**src/rtl/dram_l2_pkg.sv**
```systemverilog
// Shared constants for the DRAM/L2 repeater buffer: return sideband bit
// positions, request address field bounds and legal parameter ranges.
package dram_l2_pkg;

  localparam int RSB_RD_ACK       = 9;
  localparam int RSB_WR_ACK       = 8;
  localparam int RSB_CHUNK_MSB    = 7;
  localparam int RSB_CHUNK_LSB    = 6;
  localparam int RSB_REQ_ID_MSB   = 5;
  localparam int RSB_REQ_ID_LSB   = 3;
  localparam int RSB_SECC_ERR     = 2;
  localparam int RSB_MECC_ERR     = 1;
  localparam int RSB_SCB_MECC_ERR = 0;

  // Physical address bits carried in the request (line-aligned, 32B lines)
  localparam int REQ_ADDR_LSB = 5;
  localparam int REQ_ADDR_MSB = 39;
  localparam int REQ_ADDR_W   = REQ_ADDR_MSB - REQ_ADDR_LSB + 1;

  localparam int STAGES_MIN    = 1;
  localparam int STAGES_MAX    = 4;
  localparam int REQ_DEPTH_MIN = 2;
  localparam int REQ_DEPTH_MAX = 16;

  function automatic bit is_pow2(input int v);
    return (v > 0) && ((v & (v - 1)) == 0);
  endfunction

endpackage

```
**src/rtl/dram_l2_req_fifo.sv**
```systemverilog
// Request-channel decoupling FIFO: circular buffer with extra-MSB pointers,
// no fall-through, and a sticky overflow flag for pushes attempted while full.
module dram_l2_req_fifo #(
  parameter int REQ_W     = 105,
  parameter int REQ_DEPTH = 4,
  localparam int PTR_W    = $clog2(REQ_DEPTH) + 1
) (
  input  logic             rclk,
  input  logic             arst_l,
  input  logic             req_vld_in,
  output logic             req_rdy_out,
  input  logic [REQ_W-1:0] req_data_in,
  output logic             req_vld_out,
  input  logic             req_rdy_in,
  output logic [REQ_W-1:0] req_data_out,
  output logic [PTR_W-1:0] req_cnt,
  output logic             req_ovf
);

  localparam int AW = PTR_W - 1;

  logic [PTR_W-1:0] wr_ptr;
  logic [PTR_W-1:0] rd_ptr;
  logic [REQ_W-1:0] mem [REQ_DEPTH];
  logic             full;
  logic             empty;
  logic             push;
  logic             pop;

  // Flags depend only on pointer registers, never on the handshake inputs
  assign full  = (wr_ptr[AW] != rd_ptr[AW]) && (wr_ptr[AW-1:0] == rd_ptr[AW-1:0]);
  assign empty = (wr_ptr == rd_ptr);

  assign req_rdy_out  = !full;
  assign req_vld_out  = !empty;
  assign req_cnt      = wr_ptr - rd_ptr;
  assign req_data_out = mem[rd_ptr[AW-1:0]];

  assign push = req_vld_in && !full;
  assign pop  = !empty && req_rdy_in;

  always_ff @(posedge rclk or negedge arst_l) begin
    if (!arst_l) begin
      wr_ptr  <= '0;
      rd_ptr  <= '0;
      req_ovf <= 1'b0;
    end else begin
      if (push) wr_ptr <= wr_ptr + 1'b1;
      if (pop)  rd_ptr <= rd_ptr + 1'b1;
      if (req_vld_in && full) req_ovf <= 1'b1;
    end
  end

  // Storage carries no reset; only the pointers define what is valid
  always_ff @(posedge rclk) begin
    if (push) mem[wr_ptr[AW-1:0]] <= req_data_in;
  end

endmodule

```
**src/rtl/dram_l2_rpt_buf.sv**
```systemverilog
// Registered DRAM/L2 channel repeater: STAGES-deep return retiming chain with
// valid-qualified data/ECC loads, plus a FIFO-decoupled request channel.
module dram_l2_rpt_buf
  import dram_l2_pkg::*;
#(
  parameter int DATA_W    = 128,
  parameter int ECC_W     = 28,
  parameter int RSB_W     = 10,
  parameter int STAGES    = 2,
  parameter int REQ_W     = 105,
  parameter int REQ_DEPTH = 4
) (
  input  logic                         rclk,
  input  logic                         arst_l,
  input  logic                         ret_vld_in,
  input  logic [DATA_W-1:0]            ret_data_in,
  input  logic [ECC_W-1:0]             ret_ecc_in,
  input  logic [RSB_W-1:0]             ret_sb_in,
  output logic                         ret_vld_out,
  output logic [DATA_W-1:0]            ret_data_out,
  output logic [ECC_W-1:0]             ret_ecc_out,
  output logic [RSB_W-1:0]             ret_sb_out,
  input  logic                         req_vld_in,
  output logic                         req_rdy_out,
  input  logic [REQ_W-1:0]             req_data_in,
  output logic                         req_vld_out,
  input  logic                         req_rdy_in,
  output logic [REQ_W-1:0]             req_data_out,
  output logic [$clog2(REQ_DEPTH):0]   req_cnt,
  output logic                         req_ovf
);

  if (STAGES < STAGES_MIN || STAGES > STAGES_MAX) begin : g_bad_stages
    $error("dram_l2_rpt_buf: STAGES=%0d outside %0d..%0d", STAGES, STAGES_MIN, STAGES_MAX);
  end
  if (!is_pow2(REQ_DEPTH) || REQ_DEPTH < REQ_DEPTH_MIN || REQ_DEPTH > REQ_DEPTH_MAX) begin : g_bad_depth
    $error("dram_l2_rpt_buf: REQ_DEPTH=%0d must be a power of two in %0d..%0d",
           REQ_DEPTH, REQ_DEPTH_MIN, REQ_DEPTH_MAX);
  end

  logic              vld_p  [STAGES+1];
  logic [DATA_W-1:0] data_p [STAGES+1];
  logic [ECC_W-1:0]  ecc_p  [STAGES+1];
  logic [RSB_W-1:0]  sb_p   [STAGES+1];

  assign vld_p[0]  = ret_vld_in;
  assign data_p[0] = ret_data_in;
  assign ecc_p[0]  = ret_ecc_in;
  assign sb_p[0]   = ret_sb_in;

  for (genvar i = 0; i < STAGES; i++) begin : g_ret_stage
    logic              vld_q;
    logic [DATA_W-1:0] data_q;
    logic [ECC_W-1:0]  ecc_q;
    logic [RSB_W-1:0]  sb_q;

    // --- return stage boundary i -> i+1 ---
    // Sideband is free-running: ack/err pulses may arrive without a data beat
    always_ff @(posedge rclk or negedge arst_l) begin
      if (!arst_l) begin
        vld_q  <= 1'b0;
        sb_q   <= '0;
        data_q <= '0;
        ecc_q  <= '0;
      end else begin
        vld_q <= vld_p[i];
        sb_q  <= sb_p[i];
        if (vld_p[i]) begin
          data_q <= data_p[i];
          ecc_q  <= ecc_p[i];
        end
      end
    end

    assign vld_p[i+1]  = vld_q;
    assign data_p[i+1] = data_q;
    assign ecc_p[i+1]  = ecc_q;
    assign sb_p[i+1]   = sb_q;
  end

  assign ret_vld_out  = vld_p[STAGES];
  assign ret_data_out = data_p[STAGES];
  assign ret_ecc_out  = ecc_p[STAGES];
  assign ret_sb_out   = sb_p[STAGES];

  dram_l2_req_fifo #(
    .REQ_W     (REQ_W),
    .REQ_DEPTH (REQ_DEPTH)
  ) u_req_fifo (
    .rclk         (rclk),
    .arst_l       (arst_l),
    .req_vld_in   (req_vld_in),
    .req_rdy_out  (req_rdy_out),
    .req_data_in  (req_data_in),
    .req_vld_out  (req_vld_out),
    .req_rdy_in   (req_rdy_in),
    .req_data_out (req_data_out),
    .req_cnt      (req_cnt),
    .req_ovf      (req_ovf)
  );

endmodule

```
**config.mk**
```make
export PLATFORM = sky130hd
export DESIGN_NAME = dram_l2_rpt_buf
export DESIGN_NICKNAME = d
export VERILOG_FILES = /design/src/rtl/dram_l2_pkg.sv /design/src/rtl/dram_l2_req_fifo.sv /design/src/rtl/dram_l2_rpt_buf.sv
export SDC_FILE = /design/constraint.sdc
export NUM_CORES = 1
export LEC_CHECK = 0
export ABC_AREA = 1
export ABC_CLOCK_PERIOD_IN_PS = 7500
export CORE_ASPECT_RATIO = 0.75
export CORE_MARGIN = 2
export CORE_UTILIZATION = 52
export CTS_CLUSTER_DIAMETER = 150
export CTS_CLUSTER_SIZE = 28
export DETAILED_ROUTE_END_ITERATION = 8
export HOLD_SLACK_MARGIN = 0.03
export PLACE_DENSITY_LB_ADDON = 0.08
export SYNTH_ARGS = -nofsm -noshare
export SYNTH_HDL_FRONTEND = slang
export SYNTH_SLANG_ARGS = --single-unit
```
**constraint.sdc**
```tcl
create_clock -name rclk -period 7.5 [get_ports rclk]
set_input_delay 1.125 -clock rclk [delete_from_list [all_inputs] [get_ports rclk]]
set_output_delay 1.125 -clock rclk [all_outputs]
set_load 0.01 [all_outputs]
```
==> results of run 1 <==
-- path summary, 6_finish.rpt --
path	endpoint	slack, ns	depth (start not counted)
max	req_data_out[39]	2.62	5
min	ret_sb_out[2]	0.36	0
max reg2reg	u_req_fifo.mem[1][26]	3.81	8
min reg2reg	ret_sb_out[2]	0.36	0
max in group asynchronous	u_req_fifo.rd_ptr[0]	5.09	2
min in group asynchronous	g_ret_stage[0].ecc_q[0]	0.55	1
-- layer usage --
layer	routed length (um)	global-route usage, %	vias up
met1	29100	33.4	9279
met2	35200	41.9	537
met5	125	0	-
li1	-	-	8662
met3	5390	6.19	109
met4	1700	5.47	20
-- power by group through the flow --
| stage | clock network, mW | logic (mW) | registers [mW] |
|---|---|---|---|
| 2_1_floorplan | 0 | 1.95 | 5.53 |
| 3_3_place_gp | 0 | 3.80 | 5.48 |
| 3_5_place_dp | 0 | 3.86 | 5.50 |
| 4_1_cts | 2.06 | 3.88 | 5.41 |
| 5_1_grt | 2.20 | 4.14 | 5.47 |
| 6_report | 2.00 | 3.82 | 5.41 |
-- cell families after synthesis --
group,count (synthesis),synth area share [%]
buffers and inverters,308,5.29
adders and majority gates,8,0.382
AOI/OAI and AO/OA,628,11.7
and+or+nand+nor,555,7.44
xor gates and xnor gates,2,0.0622
DFF,761,75.1
-- final cells by class --
| cell class | instances | area [sq um] |
|---|---|---|
| diodes | 8 | 20.0 |
| clock buffers | 49 | 843 |
| clock inverters | 1 | 30.0 |
| fillers | 3948 | 18400 |
| inverters | 171 | 651 |
| multi-input cells | 1193 | 5540 |
| flip-flops and latches | 761 | 21200 |
| well taps | 712 | 891 |
| repair buffers | 571 | 5700 |
-- cell usage after synthesis, drive strengths merged (2+ instances only) --
library cell  instances
edfxtp              420
nor2                369
o21ai               366
dfrtp               341
nand2               178
inv                 171
a21oi               156
o22ai               105
buf                  93
clkbuf               44
nand3                 8
ha                    7
xor2                  2
-- per-stage QoR --
stage          cell area (sq um)  utilization [%]  hold WS [ns]  worst slack [ns]
4_1_cts                    34800             65.4         0.358              2.56
3_5_place_dp               33900             63.7         0.336              3.26
2_1_floorplan              28200                -         0.331             0.891
6_report                   34800             65.4         0.357              2.62
5_1_grt                    34800             65.4         0.373              2.43
3_3_place_gp               33900             63.7         0.332              3.34
-- worst max-delay path: cells and delay by family (launching register included) --
kind                   cells  cell delay (ns)
buffers and inverters      3             1.97
DFF                        1             0.69
AOI/OAI and AO/OA          2             0.40
-- sequential cells by signal (all words and copies together) (netlist names) --
register	cells
u_req_fifo.mem	420
g_ret_stage.sb_q	10
g_ret_stage.ecc_q	28
g_ret_stage.data_q	128
ret_sb_out	10
u_req_fifo.rd_ptr	3
ret_vld_out	1
ret_ecc_out	28
u_req_fifo.req_ovf	1
ret_data_out	128
g_ret_stage.vld_q	1
u_req_fifo.wr_ptr	3
-- cell usage in the layout (no fill, tap or decap), types with 7 or more instances in the layout --
| master | count |
|---|---|
| sky130_fd_sc_hd__edfxtp_1 | 420 |
| sky130_fd_sc_hd__nand3_1 | 8 |
| sky130_fd_sc_hd__inv_1 | 168 |
| sky130_fd_sc_hd__clkbuf_16 | 31 |
| sky130_fd_sc_hd__o21ai_0 | 275 |
| sky130_fd_sc_hd__diode_2 | 8 |
| sky130_fd_sc_hd__clkdlybuf4s50_1 | 551 |
| sky130_fd_sc_hd__buf_4 | 16 |
| sky130_fd_sc_hd__nor2_1 | 366 |
| sky130_fd_sc_hd__dfrtp_1 | 338 |
| sky130_fd_sc_hd__clkbuf_1 | 18 |
| sky130_fd_sc_hd__nand2_1 | 178 |
| sky130_fd_sc_hd__o22ai_1 | 105 |
| sky130_fd_sc_hd__o21ai_1 | 85 |
| sky130_fd_sc_hd__ha_1 | 7 |
| sky130_fd_sc_hd__a21oi_1 | 156 |
==> results by group, run 1 <==
Worst setup path
  • CP Max Fanout: 99
  • Category of the worst setup path capture point: output pin
  • RR Startpoint: u_req_fifo.rd_ptr[1]
  • Startpoint of the most critical setup path: u_req_fifo.rd_ptr[0]
  • Data required time at the worst endpoint: 6.38 ns
  • CP max stage delay: 0.74 ns
  • Crit path launch type: flop
  • Data arrival time of the worst path: 3.75 ns
  • Crit path kind: reg2out
  • Critical-path top delay cell: sky130_fd_sc_hd__buf_4
  • Cells along the critical path: inv_6 > buf_4 > o21ai_1 > o22ai_1 > clkdlybuf4s50_1

Clocking
  • # H-tree levels: 1
  • Hold buffer count at CTS: 0
  • Number of sinks driven by the clock tree: 761
  • Post-CTS setup repair buffer count: 0
  • Clk buf depth: 3
  • Clk pin slew, worst setup/hold paths: 0.11 ns
  • Root buffer selected by CTS: sky130_fd_sc_hd__clkbuf_16
  • Inserted Clock Buffers: 31
  • Resized cells post-CTS: 0
  • Worst skew pair latency: 0.62 ns
  • CTS tree: built

Route
  • Total Routed Length: 71.5 mm
  • Antenna Nets Post-Route: 0
  • Mean number of vias per cell: 5.37
  • Detailed router's first-iteration violation count: 1,635
  • Drc violations: 0
  • Final routed wire length divided by cell count: 20.6 um
  • Number of optimization iterations in the first detailed-route pass: 7
  • Via total after detailed routing: 18,607

STA
  • Total count of max-transition violations in the final report: 0
  • Final setup vio count: 0
  • Number of failing hold endpoints at the final stage: 0
  • Share of the clock period used by the worst path after layout: 65.0%
  • Pin slew with the least headroom to its limit: 1.17 ns
  • Worst Clk Skew: 0.0320 ns
  • Unrepaired setup endpoints after global routing: false
  • Tightest slew margin relative to the limit: 22.2%
  • Highest Clock Rate: 205 MHz
  • Min Clock Period, post-route: 4.88 ns
  • Final setup TNS: 0 ns

Placement
  • Number of buffers inserted by port buffering: 553
  • Post-detail-place hpwl: 47.2 mm
  • Final weighted congestion in routability-driven placement: 0.874
  • Placed instance count: 3,408

Synth
  • Async SR Flop Fraction: 44.8%
  • Count of flip-flops with a built-in enable after synthesis: 420
  • Largest cells by area after synthesis: sky130_fd_sc_hd__edfxtp_1 (45%), sky130_fd_sc_hd__dfrtp_1 (30%), sky130_fd_sc_hd__nor2_1 (4.9%), sky130_fd_sc_hd__o21ai_0 (4.9%), sky130_fd_sc_hd__a21oi_1 (2.8%)
  • #FFs+latches synth: 761
  • Most frequently used flop master after synthesis: sky130_fd_sc_hd__edfxtp_1
  • Net Count, Synth: 2,546
  • Average size of a mapped cell: 12.4 sq um
  • Number of warnings issued by yosys: 0
  • Area share of the largest cell type after synthesis: 44.8%
  • Share of the yosys chip area belonging to registers: 75.1%
  • Dominant cell type by area after synthesis: sky130_fd_sc_hd__edfxtp_1
  • Cell area after technology mapping: 28,200 sq um
  • Cells after Synth: 2,262
  • Netlist cell types: 25

Pwr
  • Sequential cell fraction of total power: 48.2%
  • Switching power: 3.68 mW
  • LEAKAGE: 13.3 nW
  • Clock power frac: 17.8%
  • Cell internal power dissipation: 7.55 mW
  • Pwr Total: 11.2 mW
  • Share of total power consumed by net switching: 32.8%
  • Maximum resistive drop on vdd: 0.330 mV
  • Power density normalized to cell area: 322 nW/um^2
  • Combinational fraction of design power: 34.0%

Run status
  • Run status: complete, no violations

GRT
  • Total congestion overflow after global routing: 0
  • Via count of the first global-routing pass: 17,700
  • Global Route Usage Sum: 25.0%
  • Wire length of the first global-routing pass: 107 mm
  • Number of antenna violations at the first check in global routing: 19
  • Largest net degree at the start of global routing: 214

Layout
  • Area Overhead vs Synth: 23.7%
  • Final instance count without filler cells: 3,466
  • NumNets Final: 3,013
  • Fraction of final layout cells with drive strength greater than 1: 2.44%

Worst hold path
  • Critical hold path startpoint: g_ret_stage[0].sb_q[2]
  • Type of the worst min-delay path: reg2reg

Die
  • Area of the core: 53,200 sq um
  • Chip height: 206 um
  • Die W: 273 um
  • Number of placed I/O pins: 554
  • Initial standard-cell utilization of the core: 52.9%
  • Row count: 73
  • Die ar.: 56,000 sq um

Job
  • Number of maximum-capacitance constraint violations: 0
No activity file was read; power rests on OpenSTA's default activity.
==> run 2: changes to the inputs <==
- ABC_CLOCK_PERIOD_IN_PS: 7500 -> 4600
- clock period: 7.5 -> 4.6 ns (I/O delays scaled with it)
==> run 2 against run 1 <==
First-iteration DRC count is 5.3% higher; global-route usage hardly changed; worst hold slack worse by 0.26 ns; critical path depth is 1 higher; via count is 0.52% lower; flip-flop and latch count stayed put; non-clock buffer count is 8 higher; final area is 0.59% higher; clock skew is 0.013 ns lower; sequential share of layout area is 0.35 points lower; count of clock-buffer cells in the layout is 2 lower; final cell count is 0.26% higher; critical endpoint is now req_rdy_out; largest power group unchanged; highest routed layer unchanged.
==> results by group, run 2 (synthesis results as in run 1) <==
STA
  • Min Clock Period, post-route: 4.17 ns
  • Highest Clock Rate: 240 MHz
  • Number of failing hold endpoints at the final stage: 0
  • Share of the clock period used by the worst path after layout: 90.5%
  • Unrepaired setup endpoints after global routing: false
  • Pin slew with the least headroom to its limit: 1.04 ns
  • Worst Clk Skew: 0.0188 ns
  • Total count of max-transition violations in the final report: 0
  • Tightest slew margin relative to the limit: 30.4%
  • Final setup vio count: 0
  • Setup slack after layout: 0.435 ns

Clocking
  • Clk pin slew, worst setup/hold paths: 0.11 ns
  • Worst skew pair latency: 0.62 ns
  • # H-tree levels: 1
  • Clk buf depth: 3
  • Hold buffer count at CTS: 0
  • Number of sinks driven by the clock tree: 761
  • Resized cells post-CTS: 0
  • CTS tree: built
  • Inserted Clock Buffers: 31
  • Post-CTS setup repair buffer count: 0
  • Root buffer selected by CTS: sky130_fd_sc_hd__clkbuf_16

Die
  • Row count: 73
  • Initial standard-cell utilization of the core: 52.9%
  • Die ar.: 56,000 sq um
  • Chip height: 206 um
  • Area of the core: 53,200 sq um
  • Number of placed I/O pins: 554
  • Die W: 273 um

Layout
  • Final instance count without filler cells: 3,475
  • Multi-input gate area: 5540 sq um
  • Post-route standard cell area excluding fillers: 35,000 sq um
  • Most frequent cells in the layout: sky130_fd_sc_hd__clkdlybuf4s50_1 (551), sky130_fd_sc_hd__edfxtp_1 (420), sky130_fd_sc_hd__nor2_1 (366)
  • Leading cell type in the layout, fill and taps excluded: sky130_fd_sc_hd__clkdlybuf4s50_1
  • Max reg flops: 420
  • Filler Cell Count: 3,935
  • NumNets Final: 3,021
  • Area Overhead vs Synth: 24.5%
  • Fraction of final layout cells with drive strength greater than 1: 2.76%
  • Footprint of the flip-flops and latches: 21,200 sq um

Worst setup path
  • Cells along the critical path: clkinv_2 > ha_1 > nand2_1 > inv_1 > nand3_1 > clkdlybuf4s50_1
  • CP Max Fanout: 35
  • Crit path launch type: flop
  • CP max stage delay: 0.85 ns
  • Worst r2r path cells: 8
  • R2R setup slack: 0.75 ns
  • Startpoint of the most critical setup path: u_req_fifo.rd_ptr[1]
  • Data required time at the worst endpoint: 3.91 ns
  • RR Startpoint: u_req_fifo.rd_ptr[1]
  • Crit path kind: reg2out
  • Data arrival time of the worst path: 3.48 ns
  • Critical-path top delay cell: sky130_fd_sc_hd__dfrtp_2
  • Category of the worst setup path capture point: output pin

Placement
  • Total cell area at the placement stage: 34,100 sq um
  • Placed instance count: 3,416
  • Number of buffers inserted by port buffering: 553
  • Post-detail-place hpwl: 47.1 mm
  • Worst slack at placement: 0.696 ns
  • Final weighted congestion in routability-driven placement: 0.884

Route
  • Via total after detailed routing: 18,511
  • Drc violations: 0
  • Antenna Nets Post-Route: 0
  • Total Routed Length: 71.6 mm
  • Final routed wire length divided by cell count: 20.6 um
  • Number of optimization iterations in the first detailed-route pass: 5
  • Mean number of vias per cell: 5.33
  • Detailed router's first-iteration violation count: 1,722

GRT
  • Global routing usage on met2: 40.4%
  • Layer with the highest usage after global routing: met2
  • Via count of the first global-routing pass: 17,913
  • Global routing usage on met1: 33.2%
  • Number of antenna violations at the first check in global routing: 20
  • Wire length of the first global-routing pass: 107 mm
  • Largest net degree at the start of global routing: 188
  • Global Route met3 Usage: 7.53%
  • Total congestion overflow after global routing: 0
  • Global Route Usage Sum: 25.0%

Worst hold path
  • Type of the worst min-delay path: in2async

Pwr
  • Maximum resistive drop on vdd: 0.495 mV
  • Power density normalized to cell area: 527 nW/um^2
  • LEAKAGE: 13.4 nW
  • Pwr Total: 18.5 mW

Job
  • Number of maximum-capacitance constraint violations: 0

Run status
  • Run status: complete, no violations
==> run 2: cell count changes in the layout (fill, tap and decap cells not counted), sizes merged <==
cell    delta
buf        +8
clkbuf     -2
diode      +2
inv        +1
==> run 2: per-stage QoR <==
stage / hold WS (ns) / TNS (ns) / utilization [%]
2_1_floorplan: 0.331 / -85.94 / -
3_3_place_gp: 0.332 / 0 / 64.1
3_5_place_dp: 0.336 / 0 / 64.1
4_1_cts: 0.145 / 0 / 65.8
5_1_grt: 0.185 / 0 / 65.8
6_report: 0.0957 / 0 / 65.8
==> run 2: critical path, delay by kind of cell (launching register included) <==
| family | cells | cell delay (ns) |
|---|---|---|
| DFF | 1 | 0.85 |
| adders and majority gates | 1 | 0.42 |
| and+or+nand+nor | 2 | 0.27 |
| buffers and inverters | 3 | 1.29 |
==> run 2: layout make-up <==
class,instances,area share (%)
clock inverters,2,0.111
clock buffers,47,2.39
repair buffers,579,16.8
flip-flops and latches,761,60.4
inverters,171,1.86
multi-input cells,1193,15.8
diodes,10,0.0714
well taps,712,2.54
==> run 2: where the power goes <==
part	switching, mW	leakage [nW]	total, mW	internal (mW)
clock	1.99	0.417	3.26	1.28
combinational	3.69	5.14	6.38	2.69
sequential	0.399	7.86	8.81	8.41
total	6.07	13.4	18.5	12.4
==> run 2: worst paths after layout <==
kind	to
setup / recovery	req_rdy_out
hold / removal	ret_data_out[5]
setup reg to reg	u_req_fifo.mem[0][19]
hold reg to reg	ret_sb_out[5]
max in group asynchronous	g_ret_stage[0].data_q[64]
min in group rclk	ret_sb_out[5]
==> run 2: routing by layer <==
metal  share of wire (%)  vias up
met4                 2.6       22
li1                    -     8682
met2                  48      549
met1                  41     9146
met5                0.20        -
met3                 8.5      112
